$ cat config.mk
export PLATFORM = sky130hd
export DESIGN_NAME = vga_scan_out
export DESIGN_NICKNAME = d
export VERILOG_FILES = /design/src/rtl/vga_scan_out.sv
export SDC_FILE = /design/constraint.sdc
export NUM_CORES = 1
export LEC_CHECK = 0
export BUFFER_PORTS_ARGS = -buffer_cell sky130_fd_sc_hd__buf_4
export CAP_MARGIN = 20
export CORE_MARGIN = 4
export CORE_UTILIZATION = 50
export CTS_BUF_LIST = sky130_fd_sc_hd__clkbuf_16
export DETAILED_ROUTE_END_ITERATION = 6
export GPL_ROUTABILITY_DRIVEN = 0
export GPL_TIMING_DRIVEN = 0
export PLACE_DENSITY = 0.77
export SLEW_MARGIN = 20
export SYNTH_ARGS = -nofsm -noshare
export SYNTH_HDL_FRONTEND = slang
export SYNTH_SLANG_ARGS = --single-unit
$ cat constraint.sdc
create_clock -name clk -period 2.5 [get_ports clk]
set_input_delay 0.125 -clock clk [delete_from_list [all_inputs] [get_ports clk]]
set_output_delay 0.125 -clock clk [all_outputs]
set_load 0.02 [all_outputs]
$ cat src/rtl/vga_scan_out.sv
// vga_scan_out: raster timing generator and RGB332->RGB444 pixel output stage for the text GPU.
// Define VGA_TEST_PATTERN_EN to add a test_mode input that replaces pixel data with 8 colour bars.
module vga_scan_out #(
    parameter int   H_ACTIVE    = 640,
    parameter int   H_FP        = 16,
    parameter int   H_SYNC      = 96,
    parameter int   H_BP        = 48,
    parameter int   V_ACTIVE    = 480,
    parameter int   V_FP        = 10,
    parameter int   V_SYNC      = 2,
    parameter int   V_BP        = 33,
    parameter logic SYNC_ACTIVE = 1'b0,
    parameter int   PIPE_DELAY  = 1
) (
    input  logic        clk,
    input  logic        rst_n,
    input  logic        pixel_en,
    input  logic [7:0]  pixel_data,
`ifdef VGA_TEST_PATTERN_EN
    input  logic        test_mode,
`endif
    output logic [19:0] address,
    output logic        v_sync,
    output logic        vga_hs,
    output logic        vga_vs,
    output logic [3:0]  vga_r,
    output logic [3:0]  vga_g,
    output logic [3:0]  vga_b,
    output logic        active,
    output logic        frame_start
);

    localparam int H_TOTAL = H_ACTIVE + H_FP + H_SYNC + H_BP;
    localparam int V_TOTAL = V_ACTIVE + V_FP + V_SYNC + V_BP;

    localparam logic [9:0] H_LAST = 10'(H_TOTAL - 1);
    localparam logic [9:0] V_LAST = 10'(V_TOTAL - 1);
    localparam logic [9:0] H_ACT  = 10'(H_ACTIVE);
    localparam logic [9:0] V_ACT  = 10'(V_ACTIVE);
    localparam logic [9:0] HS_BEG = 10'(H_ACTIVE + H_FP);
    localparam logic [9:0] HS_END = 10'(H_ACTIVE + H_FP + H_SYNC);
    localparam logic [9:0] VS_BEG = 10'(V_ACTIVE + V_FP);
    localparam logic [9:0] VS_END = 10'(V_ACTIVE + V_FP + V_SYNC);

    generate
        if (PIPE_DELAY < 0 || PIPE_DELAY > 4 || H_TOTAL > 1023 || V_TOTAL > 1023) begin : g_bad_param
            $error("vga_scan_out: PIPE_DELAY must be 0..4 and raster totals must fit 10 bits");
        end
    endgenerate

    logic [9:0] h_cnt;
    logic [9:0] v_cnt;
    logic       raw_act;
    logic       raw_hs;
    logic       raw_vs;

    always_ff @(posedge clk or negedge rst_n) begin
        if (!rst_n) begin
            h_cnt <= '0;
            v_cnt <= '0;
        end else if (pixel_en) begin
            if (h_cnt == H_LAST) begin
                h_cnt <= '0;
                v_cnt <= (v_cnt == V_LAST) ? 10'd0 : v_cnt + 10'd1;
            end else begin
                h_cnt <= h_cnt + 10'd1;
            end
        end
    end

    // The counters themselves are the address register, so it is valid through blanking too.
    assign address = {v_cnt, h_cnt};

    assign raw_act = (h_cnt < H_ACT) && (v_cnt < V_ACT);
    assign raw_hs  = (h_cnt >= HS_BEG) && (h_cnt < HS_END);
    assign raw_vs  = (v_cnt >= VS_BEG) && (v_cnt < VS_END);
    assign v_sync  = raw_vs ? SYNC_ACTIVE : ~SYNC_ACTIVE;

`ifdef VGA_TEST_PATTERN_EN
    localparam int DW = 13;
    logic [DW-1:0] stage0;
    assign stage0 = {h_cnt, raw_act, raw_hs, raw_vs};
`else
    localparam int DW = 3;
    logic [DW-1:0] stage0;
    assign stage0 = {raw_act, raw_hs, raw_vs};
`endif

    logic [DW-1:0] dly;

    generate
        if (PIPE_DELAY == 0) begin : g_no_pipe
            assign dly = stage0;
        end else begin : g_pipe
            logic [DW-1:0] pipe [PIPE_DELAY];
            always_ff @(posedge clk or negedge rst_n) begin
                if (!rst_n) begin
                    for (int i = 0; i < PIPE_DELAY; i++) pipe[i] <= '0;
                end else if (pixel_en) begin
                    pipe[0] <= stage0;
                    for (int i = 1; i < PIPE_DELAY; i++) pipe[i] <= pipe[i-1];
                end
            end
            assign dly = pipe[PIPE_DELAY-1];
        end
    endgenerate

    logic [7:0] pix;

`ifdef VGA_TEST_PATTERN_EN
    localparam logic [9:0] BAR_W = 10'(H_ACTIVE / 8);
    logic [9:0] bar_idx;
    logic [7:0] bar_col;

    assign bar_idx = dly[12:3] / BAR_W;

    always_comb begin
        bar_col = 8'h00;
        case (bar_idx)
            10'd0:   bar_col = 8'hFF;
            10'd1:   bar_col = 8'hE0;
            10'd2:   bar_col = 8'h1C;
            10'd3:   bar_col = 8'h03;
            10'd4:   bar_col = 8'hFC;
            10'd5:   bar_col = 8'h1F;
            10'd6:   bar_col = 8'hE3;
            default: bar_col = 8'h00;
        endcase
    end

    assign pix = test_mode ? bar_col : pixel_data;
`else
    assign pix = pixel_data;
`endif

    always_ff @(posedge clk or negedge rst_n) begin
        if (!rst_n) begin
            vga_hs      <= ~SYNC_ACTIVE;
            vga_vs      <= ~SYNC_ACTIVE;
            active      <= 1'b0;
            vga_r       <= '0;
            vga_g       <= '0;
            vga_b       <= '0;
            frame_start <= 1'b0;
        end else begin
            frame_start <= pixel_en && (h_cnt == H_LAST) && (v_cnt == V_LAST);
            if (pixel_en) begin
                active <= dly[2];
                vga_hs <= dly[1] ? SYNC_ACTIVE : ~SYNC_ACTIVE;
                vga_vs <= dly[0] ? SYNC_ACTIVE : ~SYNC_ACTIVE;
                if (dly[2]) begin
                    vga_r <= {pix[7:5], pix[7]};
                    vga_g <= {pix[4:2], pix[4]};
                    vga_b <= {pix[1:0], pix[1:0]};
                end else begin
                    vga_r <= '0;
                    vga_g <= '0;
                    vga_b <= '0;
                end
            end
        end
    end

endmodule

# Word-level counts from Yosys, hierarchy flattened
# Index checks and enable logic that the tools add are counted.
# word_totals
ff_bits	39
out_inout_bits	37
latchBits	0
mem_bits_ro	0
mem_bits_rw	0
mem_count	0
input_bits	11
# classes
n_eq_ne	2
shift	0
muxes	8
div	0
multipliers	0
n_bitwise	0
addsub	2
n_lt_le_gt_ge	6
n_reduce_logical	6
# op_table
cell	n
adder 10 x 1 -> 10 bit, second input constant	2
equality test 10 bit, second input constant	2
< comparator 10 bit, second input constant	2
< comparator 10 x 9 -> 1 bit, second input constant	2
two-way mux 10 bit	2
two-way mux 4 bit	3
>= comparator 10 bit, second input constant	1
>= comparator 10 x 9 -> 1 bit, second input constant	1
logical AND 1 bit	5
two-way mux 1 bit	3
AND reduction 2 bit	1

# Longest topological paths before layout
# depth
depth_word	3
ltp_mapped	6
mapped_depth_nobuf	6

# Least setup slack after synthesis
# No wires, ideal clock.
# synth_path
kind	flip-flop to flip-flop
startpoint	register h_cnt[1]
endpoint	register v_cnt[4]
path_buffers	1
stages_incl_launch_ff	7
setup_slack_ns	0.454
required_time_ns	2.433
t_arrival_ns	1.979
cell_sequence	dfrtp_1 > ha_1 > nand2_1 > or4b_1 > buf_2 > or4_1 > nand2_1
# synth_via
elab_chain_len	2
# synth_lines
element	line	rtl
start: declaration	51	logic [9:0] h_cnt;
start signal: assignment	66	h_cnt <= h_cnt + 10'd1;
equality test 10 bit	62	if (h_cnt == H_LAST) begin
AND reduction 2 bit (no line)	--	
end signal: assignment	64	v_cnt <= (v_cnt == V_LAST) ? 10'd0 : v_cnt + 10'd1;
end: declaration	52	logic [9:0] v_cnt;
# No other way between the ends.
# A chain may end at the register's enable or synchronous reset.

# Final worst setup path
# Same ends and word-level chain as after synthesis.

==> metrics.csv <==
stage,metric,value,unit
global_route,vias in the first global route,1463,
global_route,GRT Overall Usage,20.5,%
die,die area,4360,sq um
timing,TNS Setup,0,ps
power,P per Cell Area,757,nW/um^2
clock_network,Clock Path Buffers,2,
die,num ports,48,
timing,period utilisation layout,87.2,%
power,Internal Power,1230,uW
drt,met1 WL,1670,microns
timing,final setup fails,0,
placement,placed inst area,2090,sq um
min_path,hold crit path type,input pin to flop,
clock_network,clock sinks,35,
power,Leak,0.00111,uW
placement,HPWL Detailed,2740,microns
drt,DR top layer,met4,
job,maxcap violations,0,
placement,Port Buffer Count,47,
global_route,initial antenna violation count,0,
outcome,status,finished clean,
drt,Via density,5.28,
worst_setup_path,Reg2Reg Depth,6,
min_path,WHS Endpoint,vga_r[2]$_DFFE_PN0P_,
timing,final hold vios,0,
layout,nets@finish,236,
clock_network,Num CTS Buffers,5,
synth,post-synthesis sequential area ratio,52.2,%
synth,Synth warnings,0,
timing,Max Slew Vio Count,0,
drt,post-route ant nets,0,
clock_network,post_cts resized,0,
power,Sw Pwr,483,uW
power,Pwr Total,1710,uW
worst_setup_path,CP Cell Sequence,"ha_1, nand2_1, or4b_1, buf_2, or4_1, nand2_1",
worst_setup_path,reg2reg start,h_cnt[1]$_DFFE_PN0P_,
drt,residual DRC count,0,
die,DIE HEIGHT,66.0,microns
worst_setup_path,critical path arrival,2400,ps
synth,area share of the largest cell type after synthesis,49.1,%
worst_setup_path,CP Launch Type,flop,
synth,mux cell area share after synthesis,3.87,%
layout,Layout Area Growth over Synthesis,34.6,%
clock_network,htree depth,2,
synth,synthesized flop and latch total,35,
drt,Initial DRT Pass Iterations,4,
global_route,total global routing overflow,0,
die,# rows,20,
power,Comb power frac,18.9,%
die,Initial Util,53.8,%
drt,metal2 WL,2050,microns
synth,largest family of logic cells by synthesized area,simple AND/OR/NAND/NOR gates,
drt,Post-Route WL,4080,microns
synth,Synth Area in Compound Gates,8.56,%
timing,fin crit period,2180,ps
min_path,Hold Path Stages,3,
synth,"Net Count, Synth",181,
layout,final instance area,2260,sq um
worst_setup_path,crit path kind,flop to flop,
timing,RSZ-0062 raised after global routing,false,
worst_setup_path,critical path required time,2720,ps
synth,synth unique cells,33,
synth,Post-Synth Adder-Cell Area,2.98,%
clock_network,clk_lat worst skew,280,ps
global_route,largest net degree at the start of global routing,36,
worst_setup_path,reg2reg setup slack,320,ps
power,Clock Power Share,40.2,%
layout,ANT cells,0,
drt,wire length on met3,249,microns
clock_network,hold buffers post-CTS,1,
layout,final core utilization,72.4,%
timing,WHS,88.4,ps
power,Flop pwr share,40.9,%
synth,cell area after synthesis,1680,sq um
worst_setup_path,cell repeated most along the worst path,nand2_1,
timing,Clock Skews,2.59,ps
clock_network,CTS tree,yes,
worst_setup_path,element type at the critical path end,flop,
die,core outline area,3130,sq um
min_path,Min-Delay Startpoint,pixel_data[6],
synth,Syn Area/Cell,10.1,sq um
clock_network,Setup Buffers After CTS,0,
drt,initial DRC count,89,
synth,Gate Count Post-Synth,166,
synth,Synth area leader,dfrtp_1,
global_route,first-pass GRT wire length,6710,microns
timing,Worst slew margin,57.4,%
drt,wire length per cell,15.3,microns
power,Worst VDD drop,0.420,mV
worst_setup_path,worst reg2reg endpoint,v_cnt[4]$_DFFE_PN0P_,
synth,Area contributors post-synth,"dfrtp_1 (49%), o21ai_0 (4.5%), inv_1 (4.2%)",
worst_setup_path,Critical-path top delay cell,or4b_1,
synth,XOR/XNOR Fraction of Synth Area,5.73,%
worst_setup_path,CP peak stage delay,570,ps
timing,measured slew at the worst slew-check pin,637,ps
worst_setup_path,Crit Path Max Fanout,9,
clock_network,Worst-path clk slew,50,ps
clock_network,clk root buf,clkbuf_16,
power,Switching Fraction,28.2,%
timing,fmax,459,MHz
layout,layout cell share with drive strength beyond 1,30.2,%
die,Die Span X,66.0,microns
synth,Post-Synth Simple-Gate Area,19.4,%
drt,DR vias,1404,
layout,number of fill cells,234,
==> through the flow <==
stage          instances  setup WS, ps
5_1_grt              266           210
2_1_floorplan        166           454
4_1_cts              266           309
3_3_place_gp         257           458
3_5_place_dp         257           393
6_report             266           320
==> final cells by class <==
class	instances	area, sq um	area share, %
repair buffers	48	363	16.0
inverters	19	71.3	3.15
plain buffers	9	50.0	2.21
multi-input cells	103	682	30.1
flip-flops and latches	35	878	38.8
well taps	44	55.1	2.43
clock buffers	5	125	5.53
clock inverters	3	38.8	1.71
==> routing by layer <==
metal,up-vias,global-route usage (%)
met5,-,0
met4,0,10.9
met3,11,5.78
met2,39,34.9
met1,679,23.1
li1,675,-
==> state kept, by name (all words and copies together) (netlist names) <==
signal / cells
active: 1
dly: 3
frame_start: 1
h_cnt: 10
v_cnt: 10
vga_b: 2
vga_g: 3
vga_hs: 1
vga_r: 3
vga_vs: 1
==> power groups by stage <==
| stage | registers, uW | clock network (uW) | logic (uW) |
|---|---|---|---|
| 4_1_cts | 701 | 697 | 328 |
| 5_1_grt | 714 | 726 | 350 |
| 3_3_place_gp | 703 | 0 | 314 |
| 2_1_floorplan | 760 | 0 | 114 |
| 3_5_place_dp | 708 | 0 | 322 |
| 6_report | 701 | 689 | 323 |
==> cell usage after synthesis, drive strengths merged <==
| library cell | count |
|---|---|
| clkbuf | 4 |
| or4b | 1 |
| a211o | 1 |
| mux2 | 4 |
| nand4 | 7 |
| ha | 4 |
| xnor2 | 6 |
| inv | 19 |
| nand2 | 9 |
| a22o | 4 |
| buf | 5 |
| nor2b | 2 |
| nor2 | 10 |
| or2 | 1 |
| nor4bb | 1 |
| o21ai | 15 |
| nand4b | 1 |
| o22ai | 1 |
| dfrtp | 33 |
| nand3 | 11 |
| or4 | 1 |
| a32o | 1 |
| nor4 | 1 |
| and2 | 2 |
| o32ai | 1 |
| mux2i | 2 |
| dfstp | 2 |
| xor2 | 5 |
| nor4b | 1 |
| nor3 | 6 |
| and3 | 4 |
| and4bb | 1 |
==> worst max path at each step <==
stage | from | slack, ps | cells after the start | to
floorplan | h_cnt[1]$_DFFE_PN0P_ | 450 | 6 | v_cnt[4]$_DFFE_PN0P_
global placement | h_cnt[0]$_DFFE_PN0P_ | 460 | 6 | v_cnt[4]$_DFFE_PN0P_
detailed placement | h_cnt[1]$_DFFE_PN0P_ | 390 | 6 | v_cnt[4]$_DFFE_PN0P_
CTS | h_cnt[1]$_DFFE_PN0P_ | 310 | 6 | v_cnt[4]$_DFFE_PN0P_
global route | h_cnt[0]$_DFFE_PN0P_ | 210 | 6 | v_cnt[9]$_DFFE_PN0P_
finish | h_cnt[1]$_DFFE_PN0P_ | 320 | 6 | v_cnt[4]$_DFFE_PN0P_
==> layout by cell type, fill, tap and decap left out, types with 4 or more instances in the layout <==
cell type	n
a22o_1	4
and3_1	4
buf_4	51
clkbuf_1	4
clkbuf_16	5
dfrtp_1	33
ha_1	4
inv_1	19
mux2_2	4
nand2_1	9
nand3_1	11
nand4_1	7
nor2_1	10
nor3_1	6
o21ai_0	15
xnor2_1	6
xor2_1	5
==> critical path, delay by kind of cell, from the launching register on <==
family        cells  cell delay, ps
flops             1             390
buf+inv           1             200
simple gates      4            1300
fa+ha+maj         1             230
==> logic make-up (layout without fill, tap and decap cells) <==
| logic type | after synthesis | count (layout) |
|---|---|---|
| simple gates | 59 | 59 |
| compound gates | 23 | 23 |
| buf+inv | 28 | 84 |
| xor+xnor | 11 | 11 |
| mux | 6 | 6 |
| fa+ha+maj | 4 | 4 |
| flops | 35 | 35 |
Note: power is estimated with default switching activity, not from simulation.
